$ cat src/rtl/lut3_sweep_ctrl_if.sv
// Host-side control bundle for lut3_sweep_ctrl: configuration write, sweep
// start/abort and the sweep result.
interface lut3_sweep_ctrl_if #(
   parameter int SETTLE_W = 8
);
   logic                cfg_valid;
   logic                cfg_ready;
   logic [7:0]          cfg_expect;
   logic [SETTLE_W-1:0] cfg_settle;
   logic                start;
   logic                abort;
   logic                busy;
   logic                done;
   logic                pass;
   logic [7:0]          captured;
   logic [7:0]          mismatch;

   modport master (
      output cfg_valid, cfg_expect, cfg_settle, start, abort,
      input  cfg_ready, busy, done, pass, captured, mismatch
   );

   modport slave (
      input  cfg_valid, cfg_expect, cfg_settle, start, abort,
      output cfg_ready, busy, done, pass, captured, mismatch
   );
endinterface

$ cat src/rtl/lut3_sweep_ctrl.sv
// Exhaustive truth-table sweep of one 3-input logic block: drives rows 000..111,
// waits a programmable settle time per row, samples and compares the 8-bit code.
//
// state  | meaning
// IDLE   | accepting configuration, block inputs parked at 000
// SETTLE | driving current row, counting down settle cycles, sampling at zero
// DONE   | one-cycle completion pulse, pass/mismatch valid
module lut3_sweep_ctrl #(
   parameter int          SETTLE_W       = 8,
   parameter int unsigned DEFAULT_SETTLE = 4
) (
   input  logic                  clk,
   input  logic                  rst_n,
   lut3_sweep_ctrl_if.slave      bus,
   output logic                  in1,
   output logic                  in2,
   output logic                  in3,
   input  logic                  dut_out
);

   typedef enum logic [1:0] {
      IDLE   = 2'd0,
      SETTLE = 2'd1,
      DONE   = 2'd2
   } state_t;

   state_t              state_q, state_d;
   logic [2:0]          row_q, row_d;
   logic [SETTLE_W-1:0] cnt_q, cnt_d;
   logic [7:0]          expect_q, expect_d;
   logic [SETTLE_W-1:0] settle_q, settle_d;
   logic [7:0]          captured_q, captured_d;
   logic                pass_q, pass_d;
   logic [7:0]          mismatch_q, mismatch_d;
   logic [7:0]          cap_upd;

   always_ff @(posedge clk or negedge rst_n) begin
      if (!rst_n) begin
         state_q    <= IDLE;
         row_q      <= 3'd0;
         cnt_q      <= '0;
         expect_q   <= 8'h00;
         settle_q   <= SETTLE_W'(DEFAULT_SETTLE);
         captured_q <= 8'h00;
         pass_q     <= 1'b0;
         mismatch_q <= 8'h00;
      end else begin
         state_q    <= state_d;
         row_q      <= row_d;
         cnt_q      <= cnt_d;
         expect_q   <= expect_d;
         settle_q   <= settle_d;
         captured_q <= captured_d;
         pass_q     <= pass_d;
         mismatch_q <= mismatch_d;
      end
   end

   always_comb begin
      state_d    = state_q;
      row_d      = row_q;
      cnt_d      = cnt_q;
      expect_d   = expect_q;
      settle_d   = settle_q;
      captured_d = captured_q;
      pass_d     = pass_q;
      mismatch_d = mismatch_q;

      // Row 000 lands in the MSB, row 111 in the LSB.
      cap_upd               = captured_q;
      cap_upd[3'd7 - row_q] = dut_out;

      case (state_q)
         IDLE: begin
            if (bus.cfg_valid) begin
               expect_d = bus.cfg_expect;
               settle_d = bus.cfg_settle;
            end
            if (bus.start) begin
               row_d      = 3'd0;
               cnt_d      = bus.cfg_valid ? bus.cfg_settle : settle_q;
               captured_d = 8'h00;
               pass_d     = 1'b0;
               mismatch_d = 8'h00;
               state_d    = SETTLE;
            end
         end
         SETTLE: begin
            if (bus.abort) begin
               row_d      = 3'd0;
               cnt_d      = '0;
               pass_d     = 1'b0;
               mismatch_d = 8'h00;
               state_d    = IDLE;
            end else if (cnt_q != '0) begin
               cnt_d = cnt_q - 1'b1;
            end else begin
               captured_d = cap_upd;
               if (row_q == 3'd7) begin
                  pass_d     = (cap_upd == expect_q);
                  mismatch_d = cap_upd ^ expect_q;
                  state_d    = DONE;
               end else begin
                  row_d = row_q + 3'd1;
                  cnt_d = settle_q;
               end
            end
         end
         DONE: begin
            row_d   = 3'd0;
            state_d = IDLE;
            if (bus.abort) begin
               pass_d     = 1'b0;
               mismatch_d = 8'h00;
            end
         end
         default: begin
            row_d   = 3'd0;
            cnt_d   = '0;
            state_d = IDLE;
         end
      endcase
   end

   // Ready is held low while in reset so every output reads 0 during rst_n low.
   assign bus.cfg_ready = (state_q == IDLE) && rst_n;
   assign bus.busy      = (state_q != IDLE);
   assign bus.done      = (state_q == DONE);
   assign bus.pass      = pass_q;
   assign bus.captured  = captured_q;
   assign bus.mismatch  = mismatch_q;

   assign {in1, in2, in3} = (state_q != IDLE) ? row_q : 3'b000;

endmodule
$ cat src/flat_wrapper.sv
// flat-port wrapper written by rule: the top's interface ports become plain ports
module lut3_sweep_ctrl_flat 
#(
   parameter int          SETTLE_W       = 8,
   parameter int unsigned DEFAULT_SETTLE = 4
)
  (clk, rst_n, in1, in2, in3, dut_out, bus_cfg_valid, bus_cfg_expect, bus_cfg_settle, bus_start, bus_abort, bus_cfg_ready, bus_busy, bus_done, bus_pass, bus_captured, bus_mismatch);
  lut3_sweep_ctrl_if #(.SETTLE_W(SETTLE_W)) bus_i ();
  input  logic clk;
  input  logic rst_n;
  output logic in1;
  output logic in2;
  output logic in3;
  input  logic dut_out;
  input wire logic [$bits(bus_i.cfg_valid)-1:0] bus_cfg_valid;
  input wire logic [$bits(bus_i.cfg_expect)-1:0] bus_cfg_expect;
  input wire logic [$bits(bus_i.cfg_settle)-1:0] bus_cfg_settle;
  input wire logic [$bits(bus_i.start)-1:0] bus_start;
  input wire logic [$bits(bus_i.abort)-1:0] bus_abort;
  output wire logic [$bits(bus_i.cfg_ready)-1:0] bus_cfg_ready;
  output wire logic [$bits(bus_i.busy)-1:0] bus_busy;
  output wire logic [$bits(bus_i.done)-1:0] bus_done;
  output wire logic [$bits(bus_i.pass)-1:0] bus_pass;
  output wire logic [$bits(bus_i.captured)-1:0] bus_captured;
  output wire logic [$bits(bus_i.mismatch)-1:0] bus_mismatch;
  assign bus_i.cfg_valid = bus_cfg_valid;
  assign bus_i.cfg_expect = bus_cfg_expect;
  assign bus_i.cfg_settle = bus_cfg_settle;
  assign bus_i.start = bus_start;
  assign bus_i.abort = bus_abort;
  assign bus_cfg_ready = bus_i.cfg_ready;
  assign bus_busy = bus_i.busy;
  assign bus_done = bus_i.done;
  assign bus_pass = bus_i.pass;
  assign bus_captured = bus_i.captured;
  assign bus_mismatch = bus_i.mismatch;
  lut3_sweep_ctrl #(.SETTLE_W(SETTLE_W), .DEFAULT_SETTLE(DEFAULT_SETTLE)) u_core (.clk(clk), .rst_n(rst_n), .bus(bus_i), .in1(in1), .in2(in2), .in3(in3), .dut_out(dut_out));
endmodule
$ cat config.mk
export PLATFORM = sky130hd
export DESIGN_NAME = lut3_sweep_ctrl_flat
export DESIGN_NICKNAME = d
export VERILOG_FILES = /design/src/rtl/lut3_sweep_ctrl_if.sv /design/src/rtl/lut3_sweep_ctrl.sv /design/src/flat_wrapper.sv
export SDC_FILE = /design/constraint.sdc
export NUM_CORES = 1
export LEC_CHECK = 0
export BUFFER_PORTS_ARGS = -buffer_cell sky130_fd_sc_hd__clkbuf_2
export CAP_MARGIN = 20
export CORE_ASPECT_RATIO = 1.4
export CORE_MARGIN = 4
export CORE_UTILIZATION = 45
export CTS_CLUSTER_SIZE = 16
export DETAILED_ROUTE_END_ITERATION = 8
export PLACE_DENSITY = 0.72
export SKIP_LAST_GASP = 1
export SLEW_MARGIN = 30
export SYNTH_ARGS = -nofsm -noshare
export SYNTH_HDL_FRONTEND = slang
export SYNTH_SLANG_ARGS = --single-unit
$ cat constraint.sdc
create_clock -name clk -period 2.71 [get_ports clk]
set_input_delay 0.271 -clock clk [delete_from_list [all_inputs] [get_ports clk]]
set_output_delay 0.271 -clock clk [all_outputs]
set_load 0.01 [all_outputs]
# Yosys cells after proc, flatten, opt, wreduce, memory -nomap -nowiden
# Index checks and enable logic that the tools add are counted.
# totals
in_bits,22
regBits,46
# classes
n_addsub,3
muxes,35
bitwise,2
magnitude_cmp,2
reduce_logical,13
n_eq_ne,12
# ops
operator,count
$mux 8,12
$pmux 8 s3,2
$pmux 8 s2,1
$mux 3,5
$reduce_and 3->1,3
$bwmux 8,1
$eq 8x8->1,1
$mux 2,4
$ne 2x2->1 const B,4
$reduce_bool 8->1,1
$sub 8x1->8 const B,1
$xor 8x8->8,1
$mux 1,6
$ne 3x3->1 const B,2
$pmux 3 s2,1
$reduce_and 5->1,1
$lt 3x4->1 const B,1
$ne 4x3->1 const B,1
$pmux 2 s2,1
$reduce_and 4->1,1
$reduce_bool 2->1,2
$add 3x1->3 const B,1
$demux 1 s3,1
$eq 3x3->1 const B,1
other kinds (11),12

# Logic depth before layout (Yosys ltp)
# Gate-level depths: netlist (run 1).
# logic_depth
word_depth,11
ltp_mapped,8

# Worst setup path before layout (run 1)
# OpenSTA, ideal clock, no wires.
# synth_path
kind,register to register
start,register u_core.cnt_q[0]
end,"register u_core.captured_q[3], in the netlist u_core.bus.captured[3]"
setup_time_ns,0.110
setup_slack_ns,0.417
stages_incl_launch_ff,9
path_buffers,1
required_time_ns,2.600
arrival_time_ns,2.182
path_cell_list,dfrtp_1 inv_1 ha_1 nor3b_1 nand4b_1 a21o_1 or3_1 buf_2 o41ai_1
# synth_between
elab_chain_len,3
# synth_lines
item,line,text
from (decl),lut3_sweep_ctrl.sv:29,"logic [SETTLE_W-1:0] cnt_q, cnt_d;"
from (signal assigned),lut3_sweep_ctrl.sv:50,cnt_q <= cnt_d;
$reduce_bool 8->1,lut3_sweep_ctrl.sv:95,end else if (cnt_q != '0) begin
$ne 2x2->1 (no source line),-,
$reduce_and 4->1 (no source line),-,
to (signal assigned),lut3_sweep_ctrl.sv:53,captured_q <= captured_d;
to (decl),lut3_sweep_ctrl.sv:32,"logic [7:0] captured_q, captured_d;"
# Every way passes these cells.
# A chain may end at the register's enable or synchronous reset.

# Final worst setup path (run 1)
# layout_path
start,register u_core.cnt_q[0]
end,"register u_core.captured_q[7], in the netlist u_core.bus.captured[7]"
# Same word-level chain as after synthesis.

==> results of run 1 <==
[metal layers]
| metal | share of wire (%) | routed length, um |
|---|---|---|
| met5 | 0 | 0 |
| met4 | 2.0 | 126 |
| met3 | 4.2 | 262 |
| met2 | 53 | 3330 |
| met1 | 41 | 2540 |
[registers in the layout (all words and copies together) (netlist names)]
signal / cells
u_core.bus.captured: 8
u_core.bus.mismatch: 8
u_core.bus.pass: 1
u_core.cnt_q: 8
u_core.expect_q: 8
u_core.row_q: 3
u_core.settle_q: 8
u_core.state_q: 2
[cells by family (layout without fill, tap and decap cells)]
logic type | after synthesis | after routing | synth area share, %
and+or+nand+nor | 66 | 66 | 14.8
AOI/OAI and AO/OA | 58 | 58 | 15.8
DFF | 46 | 46 | 44.6
muxes | 38 | 38 | 15.6
buffers and inverters | 24 | 68 | 3.87
xor gates and xnor gates | 10 | 10 | 3.39
adders and majority gates | 4 | 4 | 1.94
[worst max-delay path: stages, from the launching register on]
cell and delay, ps:
dfrtp_1 450, inv_1 130, ha_1 220, nor3b_2 210, nand4b_1 140, a21o_1 280, or3_1 510, o41ai_1 340
[cells in the final DEF (no fill, tap or decap), types with 4 or more instances in the layout]
master and instances:
o21ai_0 14, o22ai_1 5, clkbuf_8 5, buf_4 7, mux2i_1 19, o41ai_1 4, inv_1 9, mux2_2 19
nand2_1 10, nor2_1 16, clkbuf_2 44, nor3_1 4, dfrtp_1 45, ha_1 4, and2_1 4, o21ai_1 7
a22o_1 11, nand3_1 4, nor2b_1 7, xnor2_1 9
[area by class of cell]
class                   instances  area, um2
fillers                       505       2530
repair buffers                 51        273
inverters                       9       33.8
clock buffers                   5       68.8
flip-flops and latches         46       1150
clock inverters                 3       43.8
well taps                      68       85.1
multi-input cells             176       1340
[stage by stage]
step	power (uW)	area, um2	std cells	util, %
finish	2150	2990	358	54.2
global route	2280	2990	358	54.2
CTS	2150	2990	358	54.1
detailed placement	1620	2880	350	52.1
global placement	1600	2880	350	52.1
floorplan	1420	2580	246	-
[how the worst max path moves through the flow]
stage                                         to  cells past startpoint       startpoint  slack (ps)
after floorplan           u_core.bus.captured[3]                      8  u_core.cnt_q[0]         420
after global placement    u_core.bus.captured[7]                      7  u_core.cnt_q[0]         440
after detailed placement  u_core.bus.captured[7]                      7  u_core.cnt_q[0]         270
after CTS                 u_core.bus.captured[7]                      7  u_core.cnt_q[0]         230
after global routing      u_core.bus.captured[7]                      7  u_core.cnt_q[0]         100
final                     u_core.bus.captured[7]                      7  u_core.cnt_q[0]         300
[report_power, final]
group / internal [uW] / switching [uW] / total [uW] / leakage [uW]
sequential: 797 / 146 / 943 / 0.000590
combinational: 329 / 343 / 672 / 0.000754
clock: 277 / 255 / 532 / 0.0000585
==> results.cfg, run 1 <==
[status]
status = finished, final reports clean

[logic_synthesis]
post_synth_main_area_contributors = dfrtp_1 44%, mux2_2 8.3%, mux2i_1 7.4%
share_of_the_yosys_chip_area_belonging_to_registers_pct = 44.6
synth.distinct_cells = 46
ys_ff_latch = 46
post_synth_most_frequent_cells = 45 x dfrtp_1, 19 x mux2_2, 19 x mux2i_1, 16 x nor2_1, 14 x o21ai_0
synth_top_cell_by_area = dfrtp_1
asyncSetResetFlopFracSynth_pct = 100
syn_inst = 246
synthMostInstantiatedCell = dfrtp_1
ys_warn_count = 0
synthesis.nets = 272
synth.avg_cell_area_um2 = 10.5
ys_dominant_reg_cell = dfrtp_1
yosys.area.top_type_share_pct = 43.6
mappedNetlistArea_um2 = 2580
synth_enable_flop_cells = 0

[timing]
hold_viol = 0
max_freq_ghz = 0.415
fin_worst_hold_slack_ps = 104
tightestPinTransition_ps = 582
timing.setup.tns_ps = 0
slew_margin_rel_pct = 61.2
final-setup-viol-count = 0
grt_setup_unrepaired = no
period_minus_slack_ps = 2410
postLayoutSetupSlackWorst_ps = 301
pins_over_slew_limit = 0
final_worst_clock_skew_ps = 6.45
final_worst_path_period_share_pct = 88.9

[worst_setup_path]
reg2reg_depth = 7
crit_type = flop to flop
timing.critical_path.from_type = flop
critical_path.reg2reg.endpoint = u_core.bus.captured[7]
worstPathMaxFanout = 9
setup.worst_path.end_class = flop
r2r_setup_slack_ps = 300
worst-endpoint-required_ps = 2890
crit-reg2reg-launch = u_core.cnt_q[0]
cp_data_arrival_time_ps = 2590

[clocking]
htreeDepth = 2
clk_pin_slew_ps = 90
cts-hold-fix-buffers = 0
cts_resized = 0
clock_tree.buffer_depth = 2
clkSinkCount = 46
clock_root_buffer = clkbuf_8
cts_setup_buffers = 0
cts_tree = built
clk-insertion-delay-late_ps = 310
tritoncts.num_buffers = 5

[drt]
dr.first_iter.drc_count = 115
via_count = 2077
routedWlPerCell_um = 17.5
via_per_inst = 5.80
first_pass_iters = 4
count_of_unresolved_drc_violations_after_routing = 0
antenna_violating_nets_post_route = 0
route.final.wire_length_mm = 6.26

[min_path]
min-delay-path-class = input pin to asynchronous set/reset pin

[cells_and_area]
antennaDiodeCount = 0
layout-drive-gt1-share_pct = 30.0
area_growth_syn_to_layout_pct = 15.8
layout.nets = 315

[global_routing]
grtUsageMet1_pct = 22.9
use_met2_pct = 33.4
globalRoute.busiestLayer = met2
grt.overflow.total = 0
antenna_found_initial = 0
groute.usage.overall_pct = 18.9
grt_pass1_wl_mm = 10.6
grt_start_max_net_pins = 47
use_met3_pct = 3.52
number_of_global_route_vias_before_repair = 2137

[placement]
final_replace_weighted_congestion = 0.836
numPortBuffers = 44
preCtsSetupSlack_ps = 271
dp.final_hpwl_mm = 4.57

[power_and_ir_drop]
max-vdd-ir-drop_mv = 0.489
power-per-cell-area_nw_per_um2 = 717
p_leak_uw = 0.00140

[flow_run]
cap_viol_max_count = 0

[floorplanning]
die_y_um = 97.7
core-area_um2 = 5530
die_x_extent_um = 72.1
starting_density_of_the_core_pct = 46.8
die_area_um2 = 7040
io-pin-count = 45
rows = 32
Power figures use the tool's default switching activity.
==> run 2, diff against run 1 <==
- ABC_AREA: not set -> 1
- GPL_ROUTABILITY_DRIVEN: not set -> 0
==> run 2 against run 1 <==
Maximum frequency up 18%. Register-to-register slack better by 360 ps. First-iteration DRC count down 8.7%. Power up 2.7%. Utilization down 1.2 points. Via count up 19%. Synthesized cell count up 45%. Cell count up 31%. Clock power up 22%. Critical endpoint unchanged. Largest power group unchanged.
==> results.cfg, run 2 <==
[status]
status = finished, final reports clean

[cells_and_area]
mostFrequentLayoutCell = nand2_1
final_cell_count_no_fill = 470
area_growth_syn_to_layout_pct = 14.9
layout.nets = 425
antennaDiodeCount = 0
mostFrequentLayoutCells = 85 x nand2_1, 45 x inv_1, 45 x dfrtp_1
layout-drive-gt1-share_pct = 18.8

[logic_synthesis]
synth.distinct_cells = 28
synthesis.nets = 383
ys_dominant_reg_cell = dfrtp_1
synth_enable_flop_cells = 0
post_synth_most_frequent_cells = 85 x nand2_1, 45 x dfrtp_1, 45 x inv_1, 40 x nand3_1, 36 x o21ai_0
yosys.area.top_type_share_pct = 41.6
synthMostInstantiatedCell = nand2_1
share_of_the_yosys_chip_area_belonging_to_registers_pct = 42.6
ys_ff_latch = 46
mappedNetlistArea_um2 = 2700
synth_top_cell_by_area = dfrtp_1
synth.avg_cell_area_um2 = 7.57
post_synth_main_area_contributors = dfrtp_1 42%, nand2_1 12%, nand3_1 7.4%
asyncSetResetFlopFracSynth_pct = 100
syn_inst = 357
ys_warn_count = 0

[worst_setup_path]
reg2reg_depth = 8
setup.worst_path.end_class = flop
timing.critical_path.from_type = flop
chain_of_cells_forming_the_critical_path = inv_1 -> ha_1 -> nand2_1 -> nor2_4 -> inv_2 -> a22oi_4 -> nand3b_1 -> o21ai_0
cp_data_arrival_time_ps = 2270
worstPathMaxFanout = 16
critical_path.n_buffers_inverters = 2
crit-reg2reg-launch = u_core.cnt_q[0]
critical_path.reg2reg.endpoint = u_core.bus.captured[7]
critical_path.max_stage_delay_ps = 390
r2r_setup_slack_ps = 670
cp_top_family = simple AND/OR/NAND/NOR gates
slowest_cell_on_the_critical_path = dfrtp_1
crit_type = flop to flop
setup_crit_start = u_core.cnt_q[0]
worst-endpoint-required_ps = 2940

[clocking]
tritoncts.num_buffers = 5
htreeDepth = 2
cts_resized = 0
clk-insertion-delay-late_ps = 300
cts_setup_buffers = 0
clk_pin_slew_ps = 90
cts-hold-fix-buffers = 0
clock_tree.buffer_depth = 2
clock_root_buffer = clkbuf_8
clkSinkCount = 46
cts_tree = built

[global_routing]
groute.usage.overall_pct = 19.2
antenna_found_initial = 0
grt_start_max_net_pins = 47
number_of_global_route_vias_before_repair = 2511
grt_pass1_wl_mm = 11.1
grt.overflow.total = 0

[drt]
via_per_inst = 5.26
routedWlPerCell_um = 14.0
via_count = 2472
count_of_unresolved_drc_violations_after_routing = 0
dr.first_iter.drc_count = 105
route.final.wire_length_mm = 6.58
first_pass_iters = 4
antenna_violating_nets_post_route = 0

[timing]
slew_margin_rel_pct = 59.8
hold_viol = 0
final_worst_path_period_share_pct = 75.4
timing.setup.tns_ps = 0
period_minus_slack_ps = 2040
grt_setup_unrepaired = no
final-setup-viol-count = 0
tightestPinTransition_ps = 603
final_worst_clock_skew_ps = 3.55
pins_over_slew_limit = 0
max_freq_ghz = 0.489

[floorplanning]
die_x_extent_um = 73.5
starting_density_of_the_core_pct = 46.1
die_area_um2 = 7330
core-area_um2 = 5860
rows = 33
die_y_um = 99.7
io-pin-count = 45

[power_and_ir_drop]
power-per-cell-area_nw_per_um2 = 710
max-vdd-ir-drop_mv = 0.276
p_leak_uw = 0.00161

[placement]
numPortBuffers = 44
dp.final_hpwl_mm = 4.84
dp.cells = 462

[min_path]
min-delay-path-class = input pin to asynchronous set/reset pin

[flow_run]
cap_viol_max_count = 0
## run 2: cell count changes after synthesis, moves of 8 or more
| cell | previous run | this run |
|---|---|---|
| xnor2_1 | 9 | 0 |
| inv_1 | 9 | 45 |
| a21oi_1 | 3 | 23 |
| clkbuf_1 | 12 | 4 |
| a22o_1 | 11 | 0 |
| mux2_2 | 19 | 0 |
| mux2i_1 | 19 | 0 |
| nand4_1 | 0 | 10 |
| nand2_1 | 10 | 85 |
| o21ai_0 | 14 | 36 |
| nand3_1 | 4 | 40 |
## run 2: cell families (layout without fill, tap and decap cells)
group / Yosys count / after routing / synth area share, %
and+or+nand+nor: 175 / 175 / 30.9
AOI/OAI and AO/OA: 71 / 71 / 15.0
buffers and inverters: 60 / 103 / 9.30
DFF: 46 / 46 / 42.6
adders and majority gates: 4 / 4 / 1.85
xor gates and xnor gates: 1 / 1 / 0.324
## run 2: per-layer routing
| layer | track usage, % | wire length (um) | vias to the layer above |
|---|---|---|---|
| met2 | 35.1 | 3510 | 46 |
| met5 | 0 | 0 | - |
| met3 | 2.93 | 259 | 11 |
| met1 | 22.3 | 2680 | 1160 |
| met4 | 5.86 | 123 | 0 |
| li1 | - | - | 1255 |
## run 2: worst register-to-register path: stages (launching register included)
cell	delay, ps
dfrtp_1	390
inv_1	190
ha_1	210
nand2_1	90
nor2_4	350
inv_2	160
a22oi_4	370
nand3b_1	110
o21ai_0	90
## run 2: where the power goes
part	internal, uW	total [uW]	switching [uW]
clock network	394	647	253
logic	226	672	446
registers	799	886	87.0
total	1420	2200	786
## run 2: cell type report
| type | count | area [um2] |
|---|---|---|
| Fill cell | 597 | 2760 |
| Multi-Input combinational cell | 251 | 1300 |
| Sequential cell | 46 | 1150 |
| Timing Repair Buffer | 46 | 235 |
| Inverter | 49 | 189 |
| Tap cell | 70 | 87.6 |
| Clock buffer | 6 | 82.6 |
| Clock inverter | 2 | 60.1 |
## run 2: worst max-delay path by stage
stage,end,cells past startpoint
2_1_floorplan,u_core.bus.captured[5],9
3_3_place_gp,u_core.bus.captured[0],8
3_5_place_dp,u_core.bus.captured[5],8
4_1_cts,u_core.bus.captured[5],8
5_1_grt,u_core.bus.captured[2],8
6_report,u_core.bus.captured[7],8
## run 2: stage by stage
stage	cell area [um2]	total power, uW	setup slack [ps]	hold slack, ps	utilization (%)
final	3110	2200	665	72.0	53.0
after global routing	3110	2360	396	118	53.0
after CTS	3110	2220	663	96.3	53.0
after detailed placement	2960	1570	674	427	50.6
after global placement	2960	1550	738	429	50.6
after floorplan	2700	1390	1140	-24.6	-
